**config.mk**
```make
export PLATFORM = sky130hd
export DESIGN_NAME = svfloat_norm_seq
export DESIGN_NICKNAME = d
export VERILOG_FILES = /design/src/rtl/svfloat_norm_seq.sv
export SDC_FILE = /design/constraint.sdc
export NUM_CORES = 1
export LEC_CHECK = 0
export ABC_CLOCK_PERIOD_IN_PS = 7790
export CAP_MARGIN = 20
export CORE_ASPECT_RATIO = 1.5
export CORE_UTILIZATION = 25
export DETAILED_ROUTE_END_ITERATION = 8
export SETUP_SLACK_MARGIN = 0.02
export SLEW_MARGIN = 5
export SYNTH_ARGS = -nofsm -noshare
export SYNTH_HDL_FRONTEND = slang
export SYNTH_SLANG_ARGS = --single-unit
```
**constraint.sdc**
```tcl
create_clock -name clk -period 7.79 [get_ports clk]
set_input_delay 0.779 -clock clk [delete_from_list [all_inputs] [get_ports clk]]
set_output_delay 0.779 -clock clk [all_outputs]
set_load 0.1 [all_outputs]
```
**src/rtl/svfloat_norm_seq.sv**
```systemverilog
// Sequential normalizer: scans the operand one chunk per cycle from the top,
// then left-justifies it and reports the shift amount and an all-zero flag.
module svfloat_norm_seq #(
  parameter int width = 32,
  parameter int chunk = 8,
  parameter int exp   = $clog2(width)
) (
  input  logic             clk,
  input  logic             rst,
  input  logic             in_valid,
  output logic             in_ready,
  input  logic [width-1:0] in_raw,
  output logic             out_valid,
  input  logic             out_ready,
  output logic [width-1:0] out_norm,
  output logic [exp-1:0]   out_shift,
  output logic             out_zero
);

  localparam int nchunk = width / chunk;
  localparam int pw = (nchunk > 1) ? $clog2(nchunk) : 1;
  localparam int lw = (chunk > 1) ? $clog2(chunk) : 1;

  if ((width % chunk) != 0 || chunk < 2) begin : g_bad_params
    $error("svfloat_norm_seq: width must be a multiple of chunk, chunk >= 2");
  end

  typedef enum logic [1:0] {
    IDLE,
    SCAN,
    DONE
  } state_t;

  state_t           state;
  logic [width-1:0] data;
  logic [pw-1:0]    ptr;
  logic [chunk-1:0] cur;
  logic [lw-1:0]    lidx;
  logic [exp-1:0]   idx;
  logic [exp-1:0]   shift;

  assign cur = data[ptr*chunk +: chunk];

  // Single chunk-wide MSB finder; highest set bit wins.
  always_comb begin
    lidx = '0;
    for (int i = 0; i < chunk; i++) begin
      if (cur[i]) lidx = lw'(i);
    end
  end

  assign idx   = exp'(int'(ptr) * chunk + int'(lidx));
  assign shift = exp'(width - 1) - idx;

  assign in_ready  = (state == IDLE);
  assign out_valid = (state == DONE);

  always_ff @(posedge clk or posedge rst) begin
    if (rst) begin
      state     <= IDLE;
      data      <= '0;
      ptr       <= '0;
      out_norm  <= '0;
      out_shift <= '0;
      out_zero  <= 1'b0;
    end else begin
      unique case (state)
        IDLE: begin
          if (in_valid) begin
            data  <= in_raw;
            ptr   <= pw'(nchunk - 1);
            state <= SCAN;
          end
        end
        SCAN: begin
          if (|cur) begin
            out_shift <= shift;
            out_norm  <= data << shift;
            out_zero  <= 1'b0;
            state     <= DONE;
          end else if (ptr != '0) begin
            ptr <= ptr - 1'b1;
          end else begin
            out_shift <= '0;
            out_norm  <= '0;
            out_zero  <= 1'b1;
            state     <= DONE;
          end
        end
        DONE: begin
          if (out_ready) state <= IDLE;
        end
        default: state <= IDLE;
      endcase
    end
  end

endmodule

```
After elaboration in Yosys (flattened, before gate mapping)
Cells that the tools add are included.
{"block": "word_totals", "output_inout_bits": 40, "ff_bits": 74, "input_bits": 36}
{"block": "classes", "shift": 2, "eq_ne": 8, "muxes": 22, "reduce_logical": 8, "n_addsub": 3}
{"operator": "$mux 32", "n": 2}
{"operator": "$shiftx 32x6->8", "n": 1}
{"operator": "$shl 32x5->32", "n": 1}
{"operator": "$mux 3", "n": 6}
{"operator": "$mux 2", "n": 7}
{"operator": "$mux 5", "n": 2}
{"operator": "$ne 2x2->1 const B", "n": 4}
{"operator": "$reduce_or 8->1", "n": 1}
{"operator": "$pmux 2 s3", "n": 1}
{"operator": "$add 5x3->5", "n": 1}
{"operator": "$sub 5x5->5 const A", "n": 1}
{"operator": "$pmux 2 s2", "n": 1}
{"operator": "$reduce_and 2->1", "n": 2}
{"operator": "$reduce_and 4->1", "n": 1}
{"operator": "$reduce_bool 2->1", "n": 2}
{"operator": "$mux 1", "n": 3}
{"operator": "$ne 3x3->1 const B", "n": 1}
{"operator": "$reduce_and 3->1", "n": 1}
{"operator": "$eq 2x1->1 const B", "n": 1}
{"operator": "$eq 2x2->1 const B", "n": 1}
{"operator": "$logic_not 2->1", "n": 1}
{"operator": "$ne 2x1->1 const B", "n": 1}
{"operator": "$sub 2x1->2 const B", "n": 1}

Longest topological paths before layout
{"block": "logic_depth", "word_depth": 12, "depth_mapped": 11, "ltp_nobuf": 8}

Worst setup path after synthesis
OpenSTA, ideal clock, no wires.
{"block": "synth_timing", "kind": "register -> register", "startpoint": "register state[0]", "endpoint": "register data[10]", "t_required_ps": 7665, "period_less_slack_ps": 3071, "stages_incl_launch_ff": 6, "arrival_ps": 2947, "setup_slack_ps": 4719, "setup_ps": 125, "path_cell_list": "dfrtp_1 nor2_1 and2_1 clkbuf_1 buf_1 mux2_2"}
{"block": "synth_between", "elab_chain_len": 2}
{"element": "start: declaration", "line_no": "34", "rtl": "state_t state;"}
{"element": "start signal: assignment", "line_no": "60", "rtl": "state <= IDLE;"}
{"element": "start signal: assignment", "line_no": "72", "rtl": "state <= SCAN;"}
{"element": "start signal: assignment", "line_no": "80", "rtl": "state <= DONE;"}
{"element": "$logic_not 2->1"}
{"element": "via in_ready", "line_no": "11", "rtl": "output logic in_ready,"}
{"element": "$reduce_and 2->1 (no line)"}
{"element": "end signal: assignment", "line_no": "70", "rtl": "data <= in_raw;"}
{"element": "end: declaration", "line_no": "35", "rtl": "logic [width-1:0] data;"}
The timed path passes the listed nets, and every way through them passes these cells.
A chain may end at the register's enable or synchronous reset.

Final worst setup path
{"block": "layout_timing", "startpoint": "register ptr[0]", "endpoint": "register out_norm[29]"}
{"block": "layout_between", "elab_chain_len": 12}
{"element": "start: declaration", "line_no": "36", "rtl": "logic [pw-1:0] ptr;"}
{"element": "start signal: assignment", "line_no": "71", "rtl": "ptr <= pw'(nchunk - 1);"}
{"element": "start signal: assignment", "line_no": "82", "rtl": "ptr <= ptr - 1'b1;"}
{"element": "$shiftx 32x6->8", "line_no": "42", "rtl": "assign cur = data[ptr*chunk +: chunk];"}
{"element": "$mux 1", "line_no": "48", "rtl": "if (cur[i]) lidx = lw'(i);"}
{"element": "$mux 3 (6 in series)", "line_no": "48"}
{"element": "$add 5x3->5", "line_no": "52", "rtl": "assign idx = exp'(int'(ptr) * chunk + int'(lidx));"}
{"element": "$sub 5x5->5", "line_no": "53", "rtl": "assign shift = exp'(width - 1) - idx;"}
{"element": "$shl 32x5->32", "line_no": "78", "rtl": "out_norm <= data << shift;"}
{"element": "$mux 32", "line_no": "76", "rtl": "if (|cur) begin"}
{"element": "end signal: assignment", "line_no": "78"}
{"element": "end: declaration", "line_no": "15", "rtl": "output logic [width-1:0] out_norm,"}
Parallel ways exist; a longest one is shown, timed or not.

==> results.toml <==
[clock_tree]
clk_pin_slew_ns = 0.07
htreeDepth = 3
cts-buffers-inserted = 9
post_cts_buffers = 0
cts-root-buf = "clkbuf_16"
clock_latency_ns = 0.35
cts_hold_buf = 0
cts_buffer_depth = 2
cts_resized = 0
cts_tree = "done"
cts.sinks = 74

[logic_synthesis]
ys_ff_latch = 74
synth.top_cell.area_share = 0.396
yosys_warnings = 0
synth_ff_type = "dfrtp_1"
syn_inst = 501
synth_edf_count = 0
async_flop_share = 1.00
syn_nets = 538
avgSynthCellArea_um2 = 9.33
yosysMostFrequentCell = "dfrtp_1"
synthTopCellsByArea = "dfrtp_1, mux2_2, nand2_1"
yosys-top-cells-count = "dfrtp_1, nand2_1, o21ai_0, mux2_2, nor2_1"
synth_area_leader_cell = "dfrtp_1"
syn_area_mm2 = 0.00467
yosysSeqAreaShare = 0.396
synth_cell_types = 63

[sta]
drv_slew = 0
worst_pin_slew_ns = 1.11
setup_viol = 0
rsz0062_at_grt = "false"
finalCritPeriodShare = 0.534
relSlewSlack = 0.258
clock_skew_ns = 0.0101
fmax_mhz = 240
finalCriticalPeriod_ns = 4.16
worst_slack_ns = 3.63
tns_ns = 0
holdWs_ns = 0.477
hold_viol = 0

[worst_setup_path]
critPathArrivalTime_ns = 4.42
cp_max_fo = 38
endpoint_kind = "flip-flop"
cp_top_family = "simple AND/OR/NAND/NOR gates"
crit_required_ns = 8.05
critPathMaxStageDelay_ns = 0.93
crit_slowest_cell = "dfrtp_1"
cp_common_cell = "nand2_1"
path_cells = "mux4_2, or4_4, or2_4, o21ai_2, buf_4, nand2_1, nand2_1, a211oi_1, o211ai_1"
critical_path_class = "flip-flop to flip-flop"
start_kind = "flip-flop"
crit_buf_inv = 1

[layout]
areaGrowthSynthToFinish_pct = 26.2
nets = 596
diodes = 0
utilization = 0.326
fillers = 1897
drive_gt1_frac = 0.149

[drt]
viasPerCell = 5.49
first_iter_violations = 371
post_drt_wl_per_cell_um = 21.0
drc = 0
ant_nets = 0
first_pass_iters = 5
routed_wl_mm = 17.1
vias = 4461

[global_routing]
grt_pass1_wl_mm = 26.9
grt_max_degree = 75
grt_usage = 0.185
met2_usage = 0.309
grt_pass1_vias = 4497
groute.layer.met3.usage = 0.0339
grt.busiest_layer = "met2"
grt_util_met1 = 0.220
grt_antenna_before_repair = 0
grt_remaining_overflow = 0

[placement]
gp_congestion = 0.965
portBuffers = 75
place_ws_ns = 3.69
dp_hpwl_mm = 12.7

[die]
die_h_um = 169
start_util = 0.258
design.core.area_mm2 = 0.0181
die_area_mm2 = 0.0193
ioPinCount = 76
die-width_um = 114
row_count = 60

[min_path]
hold_path.class = "flip-flop to flip-flop"

[run_status]
status = "completed"

[flow_run]
max_cap_viol_count = 0
-- worst register-to-register path, stage by stage (launching register included) --
cell and delay [ns]:
dfrtp_1 0.93, mux4_2 0.84, or4_4 0.81, or2_4 0.39
o21ai_2 0.28, buf_4 0.41, nand2_1 0.11, nand2_1 0.07
a211oi_1 0.05, o211ai_1 0.17
-- per-stage QoR --
step / cell area [um^2] / std cells
floorplan: 4670 / 501
global placement: 5600 / 796
detailed placement: 5600 / 796
CTS: 5900 / 812
global route: 5900 / 812
finish: 5900 / 812
-- final cells by class --
type                       count  area, um^2  share of cell area
inverter                      12        45.0             0.00764
timing repair buffer          83         811               0.138
clock inverter                 7        68.8              0.0117
tap                          248         310              0.0526
clock buffer                   9         225              0.0382
multi-input combinational    379        2580               0.438
sequential                    74        1850               0.314
-- cells in the final DEF, fill, tap and decap left out, drive strengths merged, types with 3 or more instances in the layout --
master and instances:
o22ai 15, nor2b 5, inv 13, mux4 8, a211oi 5, and3 6, a21o 7, mux2i 12
clkinv 3, o221ai 6, nand3 24, clkdlybuf4s50 75, a21oi 18, and2 3, or2 4, dfrtp 74
a32oi 4, a31oi 16, nand2b 4, mux2 32, o211ai 9, o21ai 40, nand2 64, a221oi 4
or4 3, a22oi 16, nor2 31, nor3 10, a22o 6, or3 4, buf 8, clkbuf 9
-- state kept, by name (all words and copies together), names as in the netlist --
| name | count |
|---|---|
| data | 32 |
| out_norm | 32 |
| out_shift | 5 |
| out_zero | 1 |
| ptr | 2 |
| state | 2 |
-- path summary, 6_finish.rpt --
kind,from,end,slack [ns],depth (start not counted)
max in group asynchronous,rst,data[16],6.14,3
setup reg to reg,ptr[0],out_norm[29],3.63,9
min in group asynchronous,rst,out_zero,1.04,3
hold / removal,out_norm[0],out_norm[0],0.48,2
setup / recovery,ptr[0],out_norm[29],3.63,9
hold reg to reg,out_norm[0],out_norm[0],0.48,2
-- cells by family (layout without fill, tap and decap cells) --
kind of cell	Yosys count	after routing	synth area share
multiplexers	52	52	0.141
adder cells (fa/ha/maj)	1	1	0.00268
flip-flops	74	74	0.396
buffers and inverters	48	111	0.0506
AND/OR/NAND/NOR	164	164	0.167
AO/OA/AOI/OAI	162	162	0.242
-- metal layers --
layer  share of wire  vias to the layer above
met5               0                        -
met4           0.057                        0
met3           0.053                       64
met2            0.49                      213
met1            0.40                     2173
li1                -                     2011
Power is left out: the tool's default activity adds up to more than one toggle a clock period on the data nets, which glitch-free logic cannot reach.
